### config.mk
export PLATFORM = sky130hd
export DESIGN_NAME = serial_addsub
export DESIGN_NICKNAME = d
export VERILOG_FILES = /design/src/rtl/serial_pkg.sv /design/src/rtl/full_adder.sv /design/src/rtl/serial_addsub.sv
export SDC_FILE = /design/constraint.sdc
export NUM_CORES = 1
export LEC_CHECK = 0
export ABC_AREA = 1
export CORE_MARGIN = 2
export CORE_UTILIZATION = 30
export DETAILED_ROUTE_END_ITERATION = 6
export PLACE_DENSITY_LB_ADDON = 0.1
export REMOVE_ABC_BUFFERS = 1
export SLEW_MARGIN = 20
export SYNTH_ARGS = -nofsm -noshare
export SYNTH_HDL_FRONTEND = slang
export SYNTH_SLANG_ARGS = --single-unit
### constraint.sdc
create_clock -name clk -period 1.2 [get_ports clk]
set_input_delay 0.12 -clock clk [delete_from_list [all_inputs] [get_ports clk]]
set_output_delay 0.12 -clock clk [all_outputs]
set_load 0.01 [all_outputs]
### src/rtl/serial_pkg.sv
// serial_pkg
// Shared definitions for the bit-serial datapath blocks.
//   state_t  : sequencer state encoding shared by the serial blocks
//   MODE_*   : operation select values for the add/subtract mode input
package serial_pkg;

    typedef enum logic [1:0] {
        ST_IDLE  = 2'd0,
        ST_SHIFT = 2'd1,
        ST_DONE  = 2'd2
    } state_t;

    localparam logic MODE_ADD = 1'b0;
    localparam logic MODE_SUB = 1'b1;

endpackage

### src/rtl/full_adder.sv
// full_adder
// Single-bit full adder used as the bit slice of the serial datapath.
//   a, b : operand bits
//   cin  : carry in
//   s    : sum bit
//   cout : carry out
module full_adder (
    input  logic a,
    input  logic b,
    input  logic cin,
    output logic s,
    output logic cout
);

    assign s    = a ^ b ^ cin;
    assign cout = (a & b) | (a & cin) | (b & cin);

endmodule

### src/rtl/serial_addsub.sv
// serial_addsub
// Bit-serial adder/subtractor with a start/done sequencer. Operands are
// captured on an accepted start and processed LSB-first, one bit per clock,
// through a single full adder and a carry flop.
//   clk, reset     : clock and synchronous active-high reset
//   start          : begin an operation (accepted only while ready)
//   sub            : 0 = a+b, 1 = a-b (sampled with start)
//   a, b           : operands (sampled with start)
//   ready          : idle, start will be accepted
//   busy           : serial operation in progress
//   done           : one-cycle pulse, results valid
//   sum, cout, ovf : result, carry/no-borrow, signed overflow
module serial_addsub
    import serial_pkg::*;
#(
    parameter int WIDTH = 8
) (
    input  logic             clk,
    input  logic             reset,
    input  logic             start,
    input  logic             sub,
    input  logic [WIDTH-1:0] a,
    input  logic [WIDTH-1:0] b,
    output logic             ready,
    output logic             busy,
    output logic             done,
    output logic [WIDTH-1:0] sum,
    output logic             cout,
    output logic             ovf
);

    localparam int CW = $clog2(WIDTH);
    localparam logic [CW-1:0] LAST = CW'(WIDTH - 1);

    state_t           state_reg;
    state_t           state_next;
    logic [WIDTH-1:0] a_reg;
    logic [WIDTH-1:0] b_reg;
    logic [WIDTH-1:0] sum_reg;
    logic [WIDTH-1:0] b_load;
    logic [CW-1:0]    cnt_reg;
    logic             carry_reg;
    logic             cout_reg;
    logic             ovf_reg;
    logic             fa_s;
    logic             fa_c;
    logic             accept;
    logic             last_bit;

    // Subtraction is a + ~b + 1: invert B on load, the +1 comes from the
    // carry flop being preset to the mode bit.
    genvar gi;
    generate
        for (gi = 0; gi < WIDTH; gi++) begin : g_bload
            assign b_load[gi] = (sub == MODE_SUB) ? ~b[gi] : b[gi];
        end
    endgenerate

    full_adder u_fa (
        .a    (a_reg[0]),
        .b    (b_reg[0]),
        .cin  (carry_reg),
        .s    (fa_s),
        .cout (fa_c)
    );

    assign accept   = (state_reg == ST_IDLE) && start;
    assign last_bit = (cnt_reg == LAST);

    always_ff @(posedge clk) begin
        if (reset) begin
            state_reg <= ST_IDLE;
        end else begin
            state_reg <= state_next;
        end
    end

    always_comb begin
        state_next = state_reg;
        case (state_reg)
            ST_IDLE:  if (start)    state_next = ST_SHIFT;
            ST_SHIFT: if (last_bit) state_next = ST_DONE;
            ST_DONE:                state_next = ST_IDLE;
            default:                state_next = ST_IDLE;
        endcase
    end

    always_ff @(posedge clk) begin
        if (reset) begin
            a_reg     <= '0;
            b_reg     <= '0;
            sum_reg   <= '0;
            cnt_reg   <= '0;
            carry_reg <= 1'b0;
            cout_reg  <= 1'b0;
            ovf_reg   <= 1'b0;
        end else if (accept) begin
            a_reg     <= a;
            b_reg     <= b_load;
            sum_reg   <= '0;
            cnt_reg   <= '0;
            carry_reg <= sub;
        end else if (state_reg == ST_SHIFT) begin
            // Result bits enter at the MSB so that after WIDTH shifts the
            // first (LSB) result bit has arrived at bit 0.
            sum_reg   <= {fa_s, sum_reg[WIDTH-1:1]};
            a_reg     <= a_reg >> 1;
            b_reg     <= b_reg >> 1;
            carry_reg <= fa_c;
            if (last_bit) begin
                cout_reg <= fa_c;
                // carry_reg is the carry into the MSB on this cycle
                ovf_reg  <= carry_reg ^ fa_c;
            end else begin
                cnt_reg <= cnt_reg + CW'(1);
            end
        end
    end

    assign ready = (state_reg == ST_IDLE);
    assign busy  = (state_reg == ST_SHIFT);
    assign done  = (state_reg == ST_DONE);
    assign sum   = sum_reg;
    assign cout  = cout_reg;
    assign ovf   = ovf_reg;

endmodule
==> results.json, run 1 <==
{
  "chipWidth_um": 76.1,
  "max_clock_freq_mhz": 869,
  "finClkSkew_ns": 0.00803,
  "grt_setup_unrepaired": "yes",
  "postSynthAreaPerCell_um2": 6.84,
  "place_hpwl_mm": 2.81,
  "drv.max_cap_violation_count": 0,
  "final-max-slew-violation-count": 0,
  "start_util_pct": 30.7,
  "grt_antenna_before_repair": 0,
  "cts_htree_levels": 2,
  "drt_wl_total_mm": 3.77,
  "hold_violations_final": 0,
  "clock_input_transition_at_the_sequential_cells_of_the_worst_setup_and_hold_paths_ns": 0.07,
  "clock_tree_buffer_depth": 2,
  "io_buffer_count": 32,
  "setup_ws_final_ns": 0.0487,
  "global_route_wire_length_before_repair_mm": 6.53,
  "insertion_delay_ns": 0.28,
  "design.final.nets": 311,
  "r2r_cells": 6,
  "cts_hold_repair.buffers": 0,
  "post-route-drc-count": 0,
  "final_cells": 359,
  "netlist-cell-type-count": 21,
  "status": "completed",
  "pre_repair_dr_iteration_count": 4,
  "period_minus_slack_ns": 1.15,
  "synth.cell_area_mm2": 0.00156,
  "worstPathRequired_ns": 1.42,
  "setup.worst_path.class": "flip-flop to flip-flop",
  "drt_iter0_drc": 45,
  "commonest_non_fill_non_tap_cell_in_the_layout": "sky130_fd_sc_hd__nand2_1",
  "critical_path_peak_fanout": 3,
  "number_of_buffers_inserted_during_clock_tree_synthesis": 5,
  "yosysWarningCount": 0,
  "placeableCoreArea_mm2": 0.00507,
  "gr-total-overflow": 0,
  "top_level_ports": 33,
  "cts_sinks": 32,
  "setup_violations": 0,
  "crit_path_start_kind": "flip-flop",
  "place_inst": 350,
  "dr_total_vias": 1513,
  "die_h_um": 76.1,
  "pwr_density_cell_mw_per_mm2": 1150,
  "tritoncts_clock_tree": "done",
  "p_leak_uw": 0.00112,
  "post_route_cells_drive_above_1_share_pct": 20.8,
  "final_antenna_net_count": 0,
  "groute.usage.overall_pct": 13.9,
  "yosys_register_bits": 32,
  "area_growth_syn_to_layout_pct": 47.2,
  "floorplan.die_area_mm2": 0.00579,
  "postSynthCellCount": 228,
  "place.gp.congestion": 0.794,
  "most-common-layout-cells": "sky130_fd_sc_hd__nand2_1, sky130_fd_sc_hd__dfxtp_1, sky130_fd_sc_hd__inv_1, sky130_fd_sc_hd__buf_4, sky130_fd_sc_hd__a21oi_1",
  "fraction_of_the_yosys_area_taken_by_sequential_cells_pct": 41.1,
  "fin_area_mm2": 0.00229,
  "route.detailed.vias_per_inst": 4.21,
  "detailed_place.area_mm2": 0.00213,
  "hold_depth": 3,
  "worstPathArrival_ns": 1.37,
  "slew-limit-headroom_pct": 85.9,
  "cts.root.buffer_cell": "sky130_fd_sc_hd__clkbuf_8",
  "max_slew.worst_pin.slew_ns": 0.212,
  "post-route-period-util_pct": 95.9,
  "first_global_vias": 1423,
  "cp-end-kind": "flip-flop",
  "preCtsSetupSlack_ns": -0.161,
  "placementRows": 26,
  "ir_drop_mv": 0.498,
  "min_path_type": "input port to flip-flop",
  "maximum_number_of_pins_on_one_net_before_global_route_repair": 14,
  "diodes": 0,
  "routed_wire_length_per_instance_um": 10.5
}
-- cell families (layout without fill, tap and decap cells) --
group / Yosys count / in the layout / synth area share, %
buffers and inverters: 31 / 92 / 9.23
adder cells (fa/ha/maj): 3 / 3 / 2.89
flip-flops: 32 / 32 / 41.1
AO/OA/AOI/OAI: 24 / 24 / 8.43
XOR/XNOR: 2 / 2 / 1.12
AND/OR/NAND/NOR: 136 / 136 / 37.2
-- routing by layer --
layer | GRT usage (%) | vias up | part of all wire [%]
li1 | - | 822 | -
met1 | 18.0 | 664 | 50
met2 | 22.2 | 20 | 45
met3 | 4.03 | 7 | 3.4
met4 | 4.91 | 0 | 1.6
met5 | 0 | - | 0
-- synth_stat cells, drive strengths merged --
cell / number / area, um^2
fa: 1 / 20.0
buf: 6 / 50.0
a21oi: 23 / 115
clkbuf: 1 / 3.75
dfxtp: 32 / 641
xor2: 2 / 17.5
ha: 2 / 25.0
nand3b: 6 / 45.0
nand2: 108 / 418
o21ai: 1 / 16.3
inv: 23 / 86.3
nand3: 16 / 80.1
nor2: 6 / 37.5
clkinv: 1 / 3.75
-- critical path, stage by stage, from the launching register on --
cell and delay (ns):
sky130_fd_sc_hd__dfxtp_2 0.33, sky130_fd_sc_hd__ha_2 0.17, sky130_fd_sc_hd__ha_2 0.17, sky130_fd_sc_hd__nor2_2 0.11, sky130_fd_sc_hd__buf_4 0.12, sky130_fd_sc_hd__nand2_1 0.06
sky130_fd_sc_hd__a21oi_2 0.12
-- final timing paths --
kind | to | slack [ns] | start
max | cnt_reg[2] | 0.05 | cnt_reg[0]
min | a_reg[7] | 0.42 | a[7]
max reg2reg | cnt_reg[2] | 0.05 | cnt_reg[0]
min reg2reg | cout | 0.47 | cout
-- report_power, final --
group,switching [uW],internal (uW)
combinational,228,235
sequential,29.6,1110
clock,416,614
-- through the flow --
step	TNS [ns]	hold slack, ns	total power, uW	utilization [%]
2_1_floorplan	-1.85	0.189	1360	-
4_1_cts	0	0.412	2660	44.0
3_3_place_gp	-3.43	0.453	1610	41.9
3_5_place_dp	-3.64	0.458	1610	41.9
6_report	0	0.420	2630	45.2
5_1_grt	-0.0456	0.437	2790	45.2
-- cell type report --
class	instances	area, um^2
tap	70	87.6
multi-input combinational	165	808
fill	553	2780
inverter	24	90.1
sequential	32	651
clock buffer	5	68.8
clock inverter	3	42.5
timing repair buffer	60	547
-- timing repair --
item,4_1_cts,5_1_grt
endpoints found under the setup margin,17,19
buffers inserted,0,1
resized for setup,18,23
pin swaps,1,6
Power figures use the tool's default switching activity.
==> run 2: changes to the inputs <==
- CORE_MARGIN: 2 -> 4
- clock period: 1.2 -> 1.3 ns (I/O delays scaled with it)
==> results.json, run 2 (synthesis results as in run 1) <==
{
  "commonest_non_fill_non_tap_cell_in_the_layout": "sky130_fd_sc_hd__nand2_1",
  "finClkSkew_ns": 0.00201,
  "drt_wl_total_mm": 3.66,
  "post_route_cells_drive_above_1_share_pct": 15.0,
  "cp-end-kind": "output pin",
  "number_of_buffers_inserted_during_clock_tree_synthesis": 5,
  "start_util_pct": 31.9,
  "most-common-layout-cells": "sky130_fd_sc_hd__nand2_1, sky130_fd_sc_hd__dfxtp_1, sky130_fd_sc_hd__a21oi_1",
  "worstPathRequired_ns": 1.17,
  "worstPathArrival_ns": 1.11,
  "global_route_wire_length_before_repair_mm": 6.33,
  "maximum_number_of_pins_on_one_net_before_global_route_repair": 19,
  "final_antenna_net_count": 0,
  "post-route-period-util_pct": 95.6,
  "clock_tree_buffer_depth": 2,
  "crit_path_start_kind": "flip-flop",
  "placeableCoreArea_mm2": 0.00488,
  "io_buffer_count": 32,
  "tritoncts_clock_tree": "done",
  "setup.worst_path.class": "flip-flop to output pin",
  "cts_sinks": 32,
  "insertion_delay_ns": 0.28,
  "postLayoutCoreUtil_pct": 45.3,
  "setup_violations": 0,
  "cts_htree_levels": 2,
  "finalHoldWorstSlack_ns": 0.408,
  "clock_input_transition_at_the_sequential_cells_of_the_worst_setup_and_hold_paths_ns": 0.06,
  "period_minus_slack_ns": 1.24,
  "route.detailed.vias_per_inst": 4.28,
  "dr_total_vias": 1484,
  "status": "completed",
  "cts.root.buffer_cell": "sky130_fd_sc_hd__clkbuf_8",
  "grt_antenna_before_repair": 0,
  "drt_iter0_drc": 85,
  "max_slew.worst_pin.slew_ns": 0.201,
  "pwr_density_cell_mw_per_mm2": 1120,
  "die_h_um": 80.1,
  "critical_path_peak_fanout": 5,
  "post_cts_setup_repair_buffer_count": 0,
  "place.gp.congestion": 0.695,
  "cts_hold_repair.buffers": 0,
  "groute.usage.overall_pct": 12.7,
  "p_leak_uw": 0.00109,
  "chipWidth_um": 80.1,
  "first_global_vias": 1415,
  "total_power_uw": 2480,
  "post-route-drc-count": 0,
  "ir_drop_mv": 0.373,
  "hold_violations_final": 0,
  "floorplan.die_area_mm2": 0.00641,
  "place_hpwl_mm": 2.74,
  "gr-total-overflow": 0,
  "slew-limit-headroom_pct": 86.6,
  "area_growth_syn_to_layout_pct": 41.7,
  "final.setup.tns_ns": 0,
  "min_path_type": "input port to flip-flop",
  "max_clock_freq_mhz": 805,
  "final-max-slew-violation-count": 0,
  "top_level_ports": 33,
  "diodes": 0,
  "design.final.nets": 302,
  "pre_repair_dr_iteration_count": 3,
  "drv.max_cap_violation_count": 0,
  "placementRows": 25,
  "routed_wire_length_per_instance_um": 10.5
}
## run 2: worst paths after layout
path / start / to / slack (ns) / depth (start not counted)
setup reg to reg: state_reg[1] / b_reg[0] / 0.11 / 9
hold / removal: a[7] / a_reg[7] / 0.41 / 3
hold reg to reg: cnt_reg[1] / cnt_reg[1] / 0.46 / 2
setup / recovery: state_reg[0] / busy / 0.06 / 3
## run 2: cell type report
type / count / area [um^2]
Clock buffer: 7 / 96.3
Clock inverter: 1 / 30.0
Fill cell: 522 / 2670
Inverter: 24 / 90.1
Multi-Input combinational cell: 165 / 782
Sequential cell: 32 / 643
Tap cell: 67 / 83.8
Timing Repair Buffer: 51 / 483
## run 2: stage by stage
| step | instance area [um^2] | cells | worst slack, ns |
|---|---|---|---|
| detailed placement | 2080 | 339 | -0.0201 |
| global route | 2210 | 347 | -0.00978 |
| floorplan | 1510 | 221 | -0.0193 |
| finish | 2210 | 347 | 0.0578 |
| global placement | 2080 | 339 | -0.00925 |
| CTS | 2190 | 347 | 0.00644 |
## run 2: worst max-delay path, stage by stage, from the launching register on
cell	delay, ns
sky130_fd_sc_hd__dfxtp_2	0.38
sky130_fd_sc_hd__inv_2	0.07
sky130_fd_sc_hd__nor2_4	0.10
sky130_fd_sc_hd__dlygate4sd2_1	0.28
## run 2: where the power goes
group | switching, uW | total, uW | internal, uW
clock network | 359 | 1040 | 676
logic | 198 | 393 | 195
registers | 27.6 | 1050 | 1030
## run 2: metal layers
| metal | vias up | GRT usage, % | wire length (um) |
|---|---|---|---|
| met4 | 0 | 6.76 | 93 |
| li1 | 805 | - | - |
| met3 | 9 | 3.03 | 123 |
| met5 | - | 0 | 0 |
| met2 | 24 | 20.2 | 1700 |
| met1 | 646 | 15.7 | 1740 |
## run 2: timing repair
action	in CTS	in global routing
endpoints found under the setup margin	12	8
pin swaps	0	0
resized for setup	14	6
endpoints found under the hold margin	0	0
